**src/rtl/valu_pkg.sv**
```systemverilog
// Opcodes shared with the packed 4x int8 VALU, plus defaults for the
// accumulate/result stage that sits behind it.
package valu_pkg;

    localparam logic [2:0] OP_VSUM = 3'b010;
    localparam logic [2:0] OP_VSUB = 3'b110;
    localparam logic [2:0] OP_VDP  = 3'b001;

    localparam int MAX_BEATS_DEF = 16;
    localparam int CNT_W_DEF     = 5;

    typedef enum logic {
        ST_IDLE = 1'b0,
        ST_ACC  = 1'b1
    } acc_state_e;

endpackage

```
**src/rtl/sat_add32.sv**
```systemverilog
// Combinational 32-bit signed add that clamps to the int32 range.
module sat_add32 (
    input  logic [31:0] a,
    input  logic [31:0] b,
    output logic [31:0] sum,
    output logic        sat
);

    logic [31:0] raw;

    always_comb begin
        raw = a + b;
        // Overflow only when both operands share a sign the result lost.
        sat = (a[31] == b[31]) && (raw[31] != a[31]);
        if (sat) begin
            sum = a[31] ? 32'h8000_0000 : 32'h7FFF_FFFF;
        end else begin
            sum = raw;
        end
    end

endmodule

```
**src/rtl/valu_acc_stage.sv**
```systemverilog
// Registered result stage behind the VALU: passes VSUM/VSUB/plain VDP results
// through and accumulates chains of VDP beats into one saturated int32 result.
module valu_acc_stage
    import valu_pkg::*;
#(
    parameter int MAX_BEATS = MAX_BEATS_DEF,
    parameter int CNT_W     = CNT_W_DEF
) (
    input  logic             clk_i,
    input  logic             rst_i,
    input  logic             valid_i,
    output logic             ready_o,
    input  logic [31:0]      v_i,
    input  logic [3:0]       over_i,
    input  logic [2:0]       op_i,
    input  logic             acc_en_i,
    input  logic             last_i,
    input  logic [4:0]       rd_i,
    input  logic             flush_i,
    output logic             valid_o,
    input  logic             ready_i,
    output logic [31:0]      data_o,
    output logic [3:0]       over_o,
    output logic [4:0]       rd_o,
    output logic             sat_o,
    output logic [CNT_W-1:0] len_o,
    output acc_state_e       state_o
);

    // Handshake: a beat transfers on any edge where valid_i && ready_o, and a
    // result transfers where valid_o && ready_i. Every beat, including ones
    // that only feed the accumulator, needs ready_o; the output payload is
    // frozen while valid_o && !ready_i.

    acc_state_e       state_q, state_d;
    logic [31:0]      acc_q;
    logic [CNT_W-1:0] cnt_q;
    logic             acc_sat_q;

    logic             accept;
    logic             is_acc;
    logic             busy;
    logic [31:0]      base;
    logic [CNT_W-1:0] n;
    logic             closing;
    logic             chain_sat;
    logic             emit;
    logic [31:0]      add_sum;
    logic             add_sat;

    assign ready_o = !valid_o || ready_i;
    assign accept  = valid_i && ready_o;
    assign is_acc  = (op_i == OP_VDP) && acc_en_i;
    assign state_o = state_q;

    sat_add32 u_add (
        .a   (base),
        .b   (v_i),
        .sum (add_sum),
        .sat (add_sat)
    );

    // A flush in the same cycle as a beat makes the beat start a fresh chain.
    always_comb begin
        busy      = (state_q == ST_ACC) && !flush_i;
        base      = busy ? acc_q : 32'd0;
        n         = (busy ? cnt_q : '0) + CNT_W'(1);
        closing   = last_i || (n == CNT_W'(MAX_BEATS));
        chain_sat = (busy && acc_sat_q) || add_sat;
        emit      = accept && (!is_acc || closing);
    end

    always_comb begin
        state_d = state_q;
        if (accept && is_acc) begin
            state_d = closing ? ST_IDLE : ST_ACC;
        end else if (flush_i) begin
            state_d = ST_IDLE;
        end
    end

    always_ff @(posedge clk_i or posedge rst_i) begin
        if (rst_i) begin
            state_q <= ST_IDLE;
        end else begin
            state_q <= state_d;
        end
    end

    always_ff @(posedge clk_i or posedge rst_i) begin
        if (rst_i) begin
            acc_q     <= '0;
            cnt_q     <= '0;
            acc_sat_q <= 1'b0;
        end else if (accept && is_acc && !closing) begin
            acc_q     <= add_sum;
            cnt_q     <= n;
            acc_sat_q <= chain_sat;
        end else if ((accept && is_acc) || flush_i) begin
            acc_q     <= '0;
            cnt_q     <= '0;
            acc_sat_q <= 1'b0;
        end
    end

    always_ff @(posedge clk_i or posedge rst_i) begin
        if (rst_i) begin
            valid_o <= 1'b0;
            data_o  <= '0;
            over_o  <= '0;
            rd_o    <= '0;
            sat_o   <= 1'b0;
            len_o   <= '0;
        end else if (emit) begin
            valid_o <= 1'b1;
            rd_o    <= rd_i;
            if (is_acc) begin
                data_o <= add_sum;
                over_o <= 4'b0000;
                sat_o  <= chain_sat;
                len_o  <= n;
            end else begin
                data_o <= v_i;
                over_o <= (op_i == OP_VDP) ? 4'b0000 : over_i;
                sat_o  <= 1'b0;
                len_o  <= CNT_W'(1);
            end
        end else if (ready_i) begin
            valid_o <= 1'b0;
        end
    end

endmodule
```
**config.mk**
```make
export PLATFORM = sky130hd
export DESIGN_NAME = valu_acc_stage
export DESIGN_NICKNAME = d
export VERILOG_FILES = /design/src/rtl/valu_pkg.sv /design/src/rtl/sat_add32.sv /design/src/rtl/valu_acc_stage.sv
export SDC_FILE = /design/constraint.sdc
export NUM_CORES = 1
export LEC_CHECK = 0
export CORE_MARGIN = 1
export CORE_UTILIZATION = 50
export DETAILED_ROUTE_END_ITERATION = 16
export DONT_BUFFER_PORTS = 1
export PLACE_DENSITY = 0.76
export SLEW_MARGIN = 20
export SYNTH_ARGS = -nofsm -noshare
export SYNTH_HDL_FRONTEND = slang
export SYNTH_HIERARCHICAL = 1
export SYNTH_SLANG_ARGS = --single-unit
```
**constraint.sdc**
```tcl
create_clock -name clk_i -period 7 [get_ports clk_i]
set_clock_uncertainty 0.05 [all_clocks]
set_input_delay 0.35 -clock clk_i [delete_from_list [all_inputs] [get_ports clk_i]]
set_output_delay 0.35 -clock clk_i [all_outputs]
set_load 0.01 [all_outputs]
```
# Yosys cells after proc, flatten, opt, wreduce, memory -nomap -nowiden
# Cells that the tools add are included.
# word_totals
ff_bits	87
ramBits	0
romBits	0
mem_count	0
out_inout_bits	50
input_bits	51
latchBits	0
# op_classes
n_mul	0
n_mux	20
n_reduce_logical	20
magnitude_cmp	0
n_addsub	2
shift	0
div_mod_pow	0
bitwise_logic	0
n_eq_ne	4
# op_table
operator	count
2-to-1 mux 32 bit	6
adder 32 bit	1
2-to-1 mux 5 bit	4
logical AND 1 bit	8
2-to-1 mux 1 bit	8
2-to-1 mux 4 bit	2
nonzero test 2 bit	3
adder 5 x 1 -> 5 bit, second input constant	1
== test 5 bit, second input constant	1
logical OR 1 bit	5
logical NOT 1 bit	4
== test 3 x 1 -> 1 bit, second input constant	1
== test 1 bit	1
inequality test 1 bit	1

# Logic depth before layout (Yosys ltp)
# logic_depth
ltp_word	9
ltp_mapped	17
ltp_nobuf	14

# Modules after synthesis
# The synthesis kept the hierarchy.
# by_module_without_submodules
mod	cells_each	n_inst	area_each_um2
valu_acc_stage	295	1	4031.4
sat_add32	273	1	2030.7

# Worst setup path before layout
# No wires, ideal clock.
# synth_path
path_kind	flip-flop to flip-flop
from	register state_q, in the netlist state_o
to	register data_o[1]
stages_incl_launch_ff	17
t_arrival_ps	3628
slack_ps	3197
path_buffers	3
path_cell_list	dfrtp_1 nor2b_1 clkbuf_1 clkbuf_1 and2_1 ha_1 a21o_1 a21oi_4 a21oi_2 o311a_1 nor2_2 o21bai_2 a211o_4 buf_6 a21o_1 mux2_2 mux2_4
# synth_via
elab_chain_cells	7
word_cells_on_any_way	15
# synth_lines
item	line	text
start: declaration	valu_acc_stage.sv:35	acc_state_e state_q, state_d;
start signal: assignment	valu_acc_stage.sv:86	state_q <= state_d;
logical AND 1 bit	valu_acc_stage.sv:65	busy = (state_q == ST_ACC) && !flush_i;
2-to-1 mux 32 bit	valu_acc_stage.sv:66	base = busy ? acc_q : 32'd0;
named net base[3]	valu_acc_stage.sv:43	logic [31:0] base;
adder 32 bit	sat_add32.sv:12	raw = a + b;
inequality test 1 bit	sat_add32.sv:14	sat = (a[31] == b[31]) && (raw[31] != a[31]);
logical AND 1 bit	sat_add32.sv:14	
2-to-1 mux 32 bit	sat_add32.sv:15	if (sat) begin
named net add_sum[1]	valu_acc_stage.sv:48	logic [31:0] add_sum;
2-to-1 mux 32 bit	valu_acc_stage.sv:117	if (is_acc) begin
end signal: assignment	valu_acc_stage.sv:118	data_o <= add_sum;
end signal: assignment	valu_acc_stage.sv:123	data_o <= v_i;
end: declaration	valu_acc_stage.sv:22	output logic [31:0] data_o,
# The timed path passes the listed nets, and every way through them passes these cells.
# A chain may end at the register's enable or synchronous reset.

# Worst setup path in the final report
# layout_path
from	register state_q, in the netlist state_o
to	register data_o[30]
# layout_via
elab_chain_cells	7
word_cells_on_any_way	15
# layout_lines
item	line
logical AND 1 bit (*)	valu_acc_stage.sv:65
2-to-1 mux 32 bit (*)	valu_acc_stage.sv:66
named net base[2]	valu_acc_stage.sv:43
adder 32 bit (*)	sat_add32.sv:12
inequality test 1 bit	sat_add32.sv:14
logical AND 1 bit	sat_add32.sv:14
2-to-1 mux 32 bit (*)	sat_add32.sv:15
named net add_sum[30]	valu_acc_stage.sv:48
2-to-1 mux 32 bit (*)	valu_acc_stage.sv:117
# The timed path passes the listed nets; every way through them passes the cells marked *.

==> run_results.csv <==
group,metric,value,unit
finish,area_growth,5.965,%
die,die_h,112.1,um
clocking,cts_setup_buffers,0,
yosys,muxShareOfSynthArea,0.1406,
clocking,cts_resized,0,
placed_design,finalWeightedCongestion,0.8809,
drt,first_iter_violations,246,
critical_path,rr_startpoint,"state_o",
drt,vias_per_cell,6.391,
sta,finalWorstSetupSlack,2.464,ns
clocking,cts_tree,"yes",
drt,vias,4467,
critical_path,required,7.18,ns
critical_path,path_class,"reg2reg",
yosys,synth-compound-area-share,0.2237,
clocking,cts_sinks,87,
die,pin_count,101,
sta,max_slew_margin,0.3068,
clocking,numCtsBuffers,9,
die,start_util,0.5220,
die,dieArea,12570,um2
critical_path,crit_path_start_kind,"flip-flop",
sta,min_period_over_period,0.6480,
global_route,antenna_found_initial,0,
yosys,netlist_area,6062,um2
sta,hold_viol,0,
power,power.leakage,3.186,nW
power,internal_power,922.9,uW
yosys,yosysSeqAreaShare,0.3591,
yosys,netlist_instances,568,
yosys,ys_ff_latch,87,
hold_path,worstHoldPathType,"in2async",
global_route,grt.total_usage,0.2285,
yosys,synth-main-ff-cell,"dfrtp_1",
yosys,synthSimpleGateAreaFrac,0.1172,
drt,route.met3.wl,1067,um
power,vdd_drop_max,101.9,uV
power,p_clk_frac,0.401,
sta,min_period,4.536,ns
critical_path,reg2reg_depth,14,
yosys,synth_top_family_by_area,"compound AO/OA/AOI/OAI gates",
drt,wl_met1,6137,um
run_status,violations,"DRC",
drt,drc,5,
power,power.density,193.8,nW/um2
drt,drt_first_pass_iters,11,
power,combinationalPowerShare,0.122,
global_route,overflow,0,
sta,tightest_slew,1.036,ns
finish,fillers,997,
critical_path,worstSetupEndpointType,"flip-flop",
drt,wl_met2,6280,um
clocking,root_buffer,"clkbuf_16",
yosys,synthArstFlopShare,1.000,
sta,slew_violations,0,
yosys,ys_warn_count,6,
power,pwr-share-seq,0.477,
placed_design,hpwl,9512,um
finish,final_cell_mix,"dfrtp_1, a21o_1, mux2_2",
clocking,hold_buffers,0,
yosys,avgSynthCellArea,10.67,um2
global_route,grt_pass1_vias,4529,
drt,post_drt_wl_per_cell,19.71,um
power,swShare,0.2585,
finish,diodes,0,
drt,top_layer_used,"met4",
clocking,clockBufferDepth,2,
critical_path,crit_fanout,26,
finish,final_common_cell,"dfrtp_1",
drt,routed_wl,13780,um
yosys,ys_types,65,
placed_design,portBuffers,0,
clocking,path_clk_slew,0.06,ns
placed_design,dp_slack,2.598,ns
critical_path,critPathLaunch,"state_o",
yosys,synth_edf_count,0,
yosys,syn-num-nets,652,
sta,tns,0,ns
clocking,clock_latency,0.34,ns
run_status,status,"complete, but fails checks",
yosys,synth_xor_area_frac,0.04892,
sta,rsz0062_at_grt,"false",
flow_run,maxCapViolations,0,
finish,drive_gt1_frac,0.2050,
global_route,grt_max_degree,88,
die,die_w,112.1,um
sta,fmax,220.4,MHz
drt,antenna_left,0,
die,core.rowCount,39,
yosys,synthAdderAreaFrac,0.07100,
global_route,grt_pass1_wl,22960,um
sta,setup_violations,0,
power,p_total,1.245,mW
power,p_sw,321.7,uW
clocking,h-tree-depth,3,
die,core,11610,um2
finish,nNetsFinal,635,
critical_path,crit_arrival,4.71,ns
## through the flow
stage | cell area [um2] | hold WS (ns) | instances | util
6_report | 6424 | 0.04754 | 699 | 0.5531
5_1_grt | 6424 | 0.04770 | 699 | 0.5531
4_1_cts | 6420 | 0.04544 | 699 | 0.5528
3_5_place_dp | 6112 | 0.4152 | 683 | 0.5263
3_3_place_gp | 6112 | 0.4031 | 683 | 0.5263
2_1_floorplan | 6062 | 0.3982 | 568 | -
## registers in the layout (all words and copies together), names as in the netlist
name       count
sat_o          1
len_o          5
acc_sat_q      1
acc_q         32
rd_o           5
over_o         4
data_o        32
cnt_q          5
state_o        1
valid_o        1
## cells by family (layout without fill, tap and decap cells)
group	Yosys count	after routing
mux	69	69
buf+inv	41	29
compound gates	180	180
simple gates	124	124
xor+xnor	33	33
flops	87	87
fa+ha+maj	34	34
## power by group through the flow
stage	Clock (mW)	Combinational (mW)	Sequential, mW
4_1_cts	0.509	0.153	0.595
3_5_place_dp	0	0.152	0.603
3_3_place_gp	0	0.147	0.603
5_1_grt	0.528	0.167	0.600
6_report	0.499	0.152	0.594
2_1_floorplan	0	0.131	0.593
## worst paths after layout
| kind | endpoint | slack (ns) |
|---|---|---|
| min reg2reg | acc_q[27] | 0.45 |
| max in group asynchronous | data_o[17] | 6.32 |
| min in group clk_i | cnt_q[0] | 0.05 |
| max | data_o[30] | 2.46 |
| min | over_o[1] | 0.05 |
| max reg2reg | data_o[30] | 2.46 |
## cells in the mapped netlist, drive strengths merged (2+ instances only)
cell     n  area share
a22o    44       0.064
o211ai   3      0.0037
xor2    17       0.025
o21ai   14       0.012
a21oi   36       0.035
ha      32       0.066
a32o     2      0.0033
and2    37       0.038
o31ai    2      0.0025
buf     18       0.025
a31oi    5      0.0052
xnor2   16       0.024
or3      2      0.0023
nor2b    5      0.0052
clkbuf  17       0.011
o21bai   4      0.0056
nor4     2      0.0056
o21a     2      0.0027
nand2b   3      0.0031
nor2    15      0.0097
and3     3      0.0031
a211oi   2      0.0025
mux2    69        0.14
nand2   28       0.017
dfrtp   87        0.36
nand4    5      0.0062
nand3   13       0.011
a21o    53       0.066
inv      6      0.0037
nor3     5      0.0078
## critical path: stages, from the launching register on
cell	delay (ns)
dfrtp_1	0.44
nor2b_2	0.53
buf_4	0.37
and2_1	0.19
ha_1	0.29
a211oi_1	0.25
o21ai_0	0.24
o2111ai_1	0.34
a21oi_1	0.12
a211oi_1	0.48
o21ai_0	0.21
xor2_1	0.18
a21o_1	0.21
mux2_2	0.26
mux2_2	0.25
## routing by layer
metal | up-vias | GRT usage
met3 | 23 | 0.06048
met2 | 157 | 0.3528
met5 | - | 0
li1 | 2067 | -
met4 | 0 | 0.09333
met1 | 2220 | 0.3053
## layout make-up
| type | count | area, um2 | share of cell area |
|---|---|---|---|
| Tap cell | 143 | 178.9 | 0.02785 |
| Sequential cell | 87 | 2177 | 0.3389 |
| Clock inverter | 4 | 51.30 | 0.007986 |
| Multi-Input combinational cell | 440 | 3680 | 0.5728 |
| Clock buffer | 12 | 256.5 | 0.03993 |
| Inverter | 6 | 23.77 | 0.003701 |
| Timing Repair Buffer | 7 | 56.30 | 0.008765 |
(Power assumes the default switching activity.)
